## config.mk

```make
export PLATFORM = sky130hd
export DESIGN_NAME = regfile_scoreboard
export DESIGN_NICKNAME = d
export VERILOG_FILES = /design/src/rtl/regfile_scoreboard.sv
export SDC_FILE = /design/constraint.sdc
export NUM_CORES = 1
export LEC_CHECK = 0
export ABC_CLOCK_PERIOD_IN_PS = 3300
export CAP_MARGIN = 10
export CORE_ASPECT_RATIO = 2
export CORE_UTILIZATION = 62
export DETAILED_ROUTE_END_ITERATION = 10
export GPL_ROUTABILITY_DRIVEN = 1
export GPL_TIMING_DRIVEN = 0
export PLACE_DENSITY = 0.85
export SLEW_MARGIN = 20
export SYNTH_ARGS = -nofsm -noshare
export SYNTH_HDL_FRONTEND = slang
export SYNTH_SLANG_ARGS = --single-unit
```

## constraint.sdc

```tcl
create_clock -name clk -period 3.3 [get_ports clk]
set_clock_uncertainty 0.1 [all_clocks]
set_input_delay 0.66 -clock clk [delete_from_list [all_inputs] [get_ports clk]]
set_output_delay 0.66 -clock clk [all_outputs]
set_load 0.05 [all_outputs]
```

## src/rtl/regfile_scoreboard.sv

```systemverilog
// Register file with two combinational read ports, one write port and a
// per-register busy scoreboard used by the control unit to stall on RAW hazards.
module regfile_scoreboard #(
  parameter int DATA_W   = 32,
  parameter int ADDR_W   = 5,
  parameter bit ZERO_REG = 1'b1,
  parameter bit BYPASS   = 1'b1
) (
  input  logic              clk,
  input  logic              rst,
  input  logic [ADDR_W-1:0] rs,
  input  logic [ADDR_W-1:0] rt,
  output logic [DATA_W-1:0] read1,
  output logic [DATA_W-1:0] read2,
  output logic              busy1,
  output logic              busy2,
  input  logic              wen,
  input  logic [ADDR_W-1:0] rd,
  input  logic [DATA_W-1:0] wdat,
  input  logic              resv_en,
  input  logic [ADDR_W-1:0] resv_rd
);

  localparam int DEPTH = 1 << ADDR_W;

  logic [DATA_W-1:0] data_q [DEPTH];
  logic [DATA_W-1:0] data_d [DEPTH];
  logic [DEPTH-1:0]  busy_q;
  logic [DEPTH-1:0]  busy_d;
  logic              wr_ok;
  logic              resv_ok;

  // Register 0 swallows writes and reservations when it is hardwired to zero.
  always_comb begin
    wr_ok   = wen && !(ZERO_REG && (rd == '0));
    resv_ok = resv_en && !(ZERO_REG && (resv_rd == '0));
  end

  always_comb begin
    for (int i = 0; i < DEPTH; i++) begin
      data_d[i] = data_q[i];
      busy_d[i] = busy_q[i];
      if (rst) begin
        data_d[i] = '0;
        busy_d[i] = 1'b0;
      end else begin
        if (wr_ok && (rd == ADDR_W'(i))) begin
          data_d[i] = wdat;
          busy_d[i] = 1'b0;
        end
        // A new producer issuing as the old one retires leaves the entry busy.
        if (resv_ok && (resv_rd == ADDR_W'(i))) begin
          busy_d[i] = 1'b1;
        end
      end
    end
  end

  always_ff @(posedge clk) begin
    for (int i = 0; i < DEPTH; i++) begin
      data_q[i] <= data_d[i];
    end
    busy_q <= busy_d;
  end

  // Returns {busy, data} for one read address.
  function automatic logic [DATA_W:0] port_read(input logic [ADDR_W-1:0] addr);
    logic [DATA_W:0] res;
    res = '0;
    if (rst || (ZERO_REG && (addr == '0))) begin
      res = '0;
    end else if (BYPASS && wr_ok && (rd == addr)) begin
      res = {1'b0, wdat};
    end else begin
      res = {busy_q[addr], data_q[addr]};
    end
    return res;
  endfunction

  always_comb begin
    {busy1, read1} = port_read(rs);
    {busy2, read2} = port_read(rt);
  end

endmodule

```

==> results of run 1 <==
-- cell usage after synthesis, drive strengths merged (5+ instances only) --
cell type / count / area [um^2]
edfxtp: 1024 / 30700
mux4: 393 / 8850
mux2i: 283 / 2830
buf: 137 / 768
nand2: 125 / 469
o22ai: 110 / 688
a22oi: 96 / 721
clkbuf: 91 / 342
a21oi: 57 / 285
nor2b: 52 / 325
a32o: 38 / 380
mux2: 38 / 428
inv: 33 / 124
a211oi: 32 / 253
dfxtp: 32 / 641
o21ai: 32 / 160
nor2: 31 / 119
o221ai: 31 / 272
a22o: 24 / 210
a21o: 23 / 173
nor4: 21 / 131
a31oi: 13 / 81.3
nor3: 10 / 50.1
nand2b: 9 / 56.3
a221o: 8 / 80.1
a31o: 8 / 70.1
xnor2: 6 / 52.6
and2: 5 / 31.3
nand3b: 5 / 37.5
-- through the flow --
step / cells / setup slack (ps)
after floorplan: 2810 / 4.15
after global placement: 3960 / -3000
after detailed placement: 4021 / -2990
after CTS: 4317 / -265
-- what timing repair did --
item                        CTS
setup endpoints to repair    66
buffers inserted            126
gates cloned                 23
pin swaps                   108
gates resized for setup    1484
-- kinds of logic after synthesis --
kind of cell,share of synthesized area [%]
xor+xnor,0.176
simple gates,2.76
buf+inv,2.48
flops,63.1
compound gates,7.10
mux,24.4
-- layer usage --
layer	GRT usage, %	overflow
met1	68.7	0
met2	85.5	76
met3	50.3	3
met4	64.2	60
met5	21.2	0
==> results_dict.tcl, run 1 <==
set metrics [dict create \
    initial_core_util_pct 62.7 \
    ys.flop_type "edfxtp_1" \
    clockRootBuffer "clkbuf_16" \
    cts.path.max_buffers 3 \
    numCtsBuffers 87 \
    error "[ERROR GRT-0232] Routing congestion too high. Check the congestion heatmap in the GUI." \
    die_width_um 202 \
    grt_remaining_overflow 139 \
    synth_warnings 0 \
    synth-seq-area-share_pct 63.1 \
    crit_endpoint "read2[30]" \
    synth_nets 2866 \
    fp.dieH_um 403 \
    hpwl_um 139000 \
    synth_async_sr_flop_share_pct 0 \
    syn_avg_cell_area_um2 17.7 \
    grt_max_degree 34 \
    ys_ff_latch 1056 \
    ios 122 \
    htree_num_levels 3 \
    status "did not finish" \
    portBuffers 114 \
    dpl_cell_area_mm2 0.0537 \
    syn_area_mm2 0.0497 \
    lastStage "5_1_grt" \
    globalplace.congestion 1.09 \
    ys_types 56 \
    synth_edf_count 1024 \
    cts.sinks 1056 \
    endpoint_type "output port" \
    num_rows 146 \
    hold_buffers 0 \
    syn_inst 2810 \
    grt_use_total_pct 67.6 \
]
==> inputs of run 2 (changes only) <==
--- a/config.mk
+++ b/config.mk
@@ -7,12 +7,11 @@
 export LEC_CHECK = 0
 export ABC_CLOCK_PERIOD_IN_PS = 3300
 export CAP_MARGIN = 10
-export CORE_ASPECT_RATIO = 2
-export CORE_UTILIZATION = 62
+export CORE_UTILIZATION = 40
 export DETAILED_ROUTE_END_ITERATION = 10
 export GPL_ROUTABILITY_DRIVEN = 1
 export GPL_TIMING_DRIVEN = 0
-export PLACE_DENSITY = 0.85
+export PLACE_DENSITY_LB_ADDON = 0.15
 export SLEW_MARGIN = 20
 export SYNTH_ARGS = -nofsm -noshare
 export SYNTH_HDL_FRONTEND = slang
==> run 2 against run 1 <==
  * The flow now finishes, with violations (setup timing)
  * Area after synthesis is the same
  * Synthesized cell count is the same
==> results_dict.tcl, run 2 <==
set metrics [dict create \
    report.final.hold_viol_count 0 \
    syn_to_final_growth_pct 32.6 \
    busiest_layer "met2" \
    drt_iter0_markers 5753 \
    stdcell_area_mm2 0.0660 \
    insertion_delay_ps 700 \
    cp_slowest_cell "nor3b_4" \
    synth_warnings 0 \
    setup_violations 66 \
    grt_remaining_overflow 0 \
    cp_top_family "buffers and inverters" \
    synth-seq-area-share_pct 63.1 \
    met2_usage_pct 54.8 \
    num_rows 128 \
    layout.nets 3406 \
    top_register "data_q" \
    crit_fanout 5 \
    start_kind "input port" \
    ys.flop_type "edfxtp_1" \
    portBuffers 114 \
    intPower_mw 26.1 \
    clkTransAtPathRegs_ps 60 \
    rr_startpoint "busy_q[29]" \
    fillers 9465 \
    syn_avg_cell_area_um2 17.7 \
    grt_util_met3_pct 10.3 \
    slew_violations 0 \
    routed_wl_um 230000 \
    rsz0062_at_grt "yes" \
    relSlewSlack_pct 32.6 \
    drive_gt1_share_pct 44.4 \
    die_width_um 355 \
    ys_types 56 \
    cts.path.max_buffers 3 \
    syn_inst 2810 \
    status "complete, but fails checks" \
    syn_area_mm2 0.0497 \
    vias_per_cell 6.99 \
    top_regs "data_q: 1024 flops, busy_q: 32 flops" \
    fin_util_pct 53.8 \
    fin_ws_ps -228 \
    peakVddDrop_mv 0.432 \
    clockRootBuffer "clkbuf_16" \
    core-area_mm2 0.123 \
    p_clk_share_pct 35.5 \
    swShare_pct 27.2 \
    slowest_delay_ps 260 \
    power_density_mw_per_mm2 544 \
    use_met1_pct 46.1 \
    wl_per_cell_um 45.4 \
    path_cells "buf_16, buf_12, buf_16, xnor2_2, nand4_1, buf_4, nor3b_4, buf_6, clkbuf_16, a32o_2, buf_8" \
    dpl_cell_area_mm2 0.0545 \
    fp.dieArea_mm2 0.126 \
    fin_crit_ps 3530 \
    synth_top_area_share_pct 61.8 \
    antenna_found_initial 9 \
    final_common_cell "edfxtp_1" \
    cp.required_ps 2540 \
    ys_ff_latch 1056 \
    grt_max_degree 29 \
    grt_pass1_wl_um 303000 \
    worstSetupPathType "in -> out" \
    yosys-top-cells-count "1,024 x edfxtp_1, 393 x mux4_2, 283 x mux2i_1" \
    drc 0 \
    antenna_left 0 \
    globalplace.congestion 0.980 \
    synth_nets 2866 \
    violations "setup timing" \
    first_pass_iters 5 \
    vias 35400 \
    yosys-top-cells-area "edfxtp_1 62%, mux4_2 18%, mux2i_1 5.7%" \
    worst-path-buf-inv 7 \
    synth_most_common_cell "edfxtp_1" \
    grt_use_total_pct 36.0 \
    fmax_ghz 0.283 \
    synth_async_sr_flop_share_pct 0 \
    maxCapViolCount 0 \
    cp-end-kind "output pin" \
    worstSetupStartpoint "rt[0]" \
    largest_reg_flops 1024 \
    numCtsBuffers 113 \
    hp-class "reg -> reg" \
    critPathArrivalTime_ps 2770 \
    grt_pass1_vias 34600 \
    hold_path.startpoint "busy_q[30]" \
    fp.dieH_um 355 \
    ios 122 \
    hold_buffers 0 \
    final_cell_mix "1,024 x edfxtp_1, 393 x mux4_2, 275 x mux2i_1" \
    hpwl_um 146000 \
    synth_edf_count 1024 \
    cts_tree "yes" \
    total_leakage_power_nw 23.3 \
    cts.sinks 1056 \
    worst_pin_slew_ps 1010 \
    htree_num_levels 3 \
    cpMostUsedCell "buf_16" \
    yosysTopAreaCell "edfxtp_1" \
    initial_core_util_pct 40.6 \
    comb_power_share_pct 18.5 \
    power_switching_mw 9.76 \
    period_share_pct 107 \
    seqPwrFrac_pct 46.1 \
]
## run 2: cell counts after synthesis
Identical to the previous run, type by type.
## run 2: cell type report
class | instances | area (um^2) | share of cell area (%)
Clock inverter | 64 | 582 | 0.882
Tap cell | 1625 | 2030 | 3.08
Timing Repair Buffer | 438 | 5780 | 8.76
Buffer | 215 | 3780 | 5.73
Inverter | 33 | 124 | 0.188
Sequential cell | 1056 | 31400 | 47.6
Clock buffer | 145 | 3030 | 4.60
Multi-Input combinational cell | 1493 | 19200 | 29.2
Antenna cell | 2 | 5.00 | 0.00759
## run 2: path summary, 6_finish.rpt
path                                    to  slack [ps]  depth (start not counted)
worst max-delay path             read2[12]        -230                         11
worst min-delay path            busy_q[30]         380                          2
worst max register to register  busy_q[29]        2480                          2
worst min register to register  busy_q[30]         380                          2
## run 2: metal layers
layer	vias up	routed length [um]	part of all wire (%)
met5	-	46	0.020
met4	6	17000	7.4
met3	765	30600	13
met2	3082	102000	45
met1	18500	79900	35
li1	13000	-	-
## run 2: per-stage QoR
stage,hold WS [ps],std cells,TNS [ps],power [mW],worst slack (ps)
4_1_cts,384,4981,-5310,35.3,-205
6_report,384,5071,-7670,35.8,-228
5_1_grt,402,5069,-7790,36.5,-217
2_1_floorplan,338,2810,0,19.5,4.15
3_3_place_gp,369,4549,-1856480,21.5,-3350
3_5_place_dp,372,4616,-323200,21.8,-3170
## run 2: power groups by stage
stage | registers [mW] | clock network (mW) | logic (mW)
floorplan | 16.5 | 0 | 2.93
global placement | 16.7 | 0 | 4.82
detailed placement | 16.7 | 0 | 5.09
CTS | 16.5 | 12.7 | 6.16
global route | 16.6 | 13.2 | 6.67
finish | 16.5 | 12.7 | 6.62
## run 2: logic make-up after synthesis
family	synth area share [%]
buf+inv	2.48
simple gates	2.76
flops	63.1
compound gates	7.10
xor+xnor	0.176
mux	24.4
## run 2: worst reg2reg max path: stages (launching register included)
cell     delay (ps)
dfxtp_1         350
inv_1            60
o21ai_0         220
## run 2: timing repair
| item | 4_1_cts | 5_1_grt |
|---|---|---|
| gates cloned | 30 | 5 |
| pin swaps | 86 | 91 |
| endpoints found under the hold margin | 0 | 0 |
| setup endpoints to repair | 66 | 66 |
| gates resized for setup | 1434 | 216 |
| buffers inserted | 134 | 97 |
(Power assumes the default switching activity.)
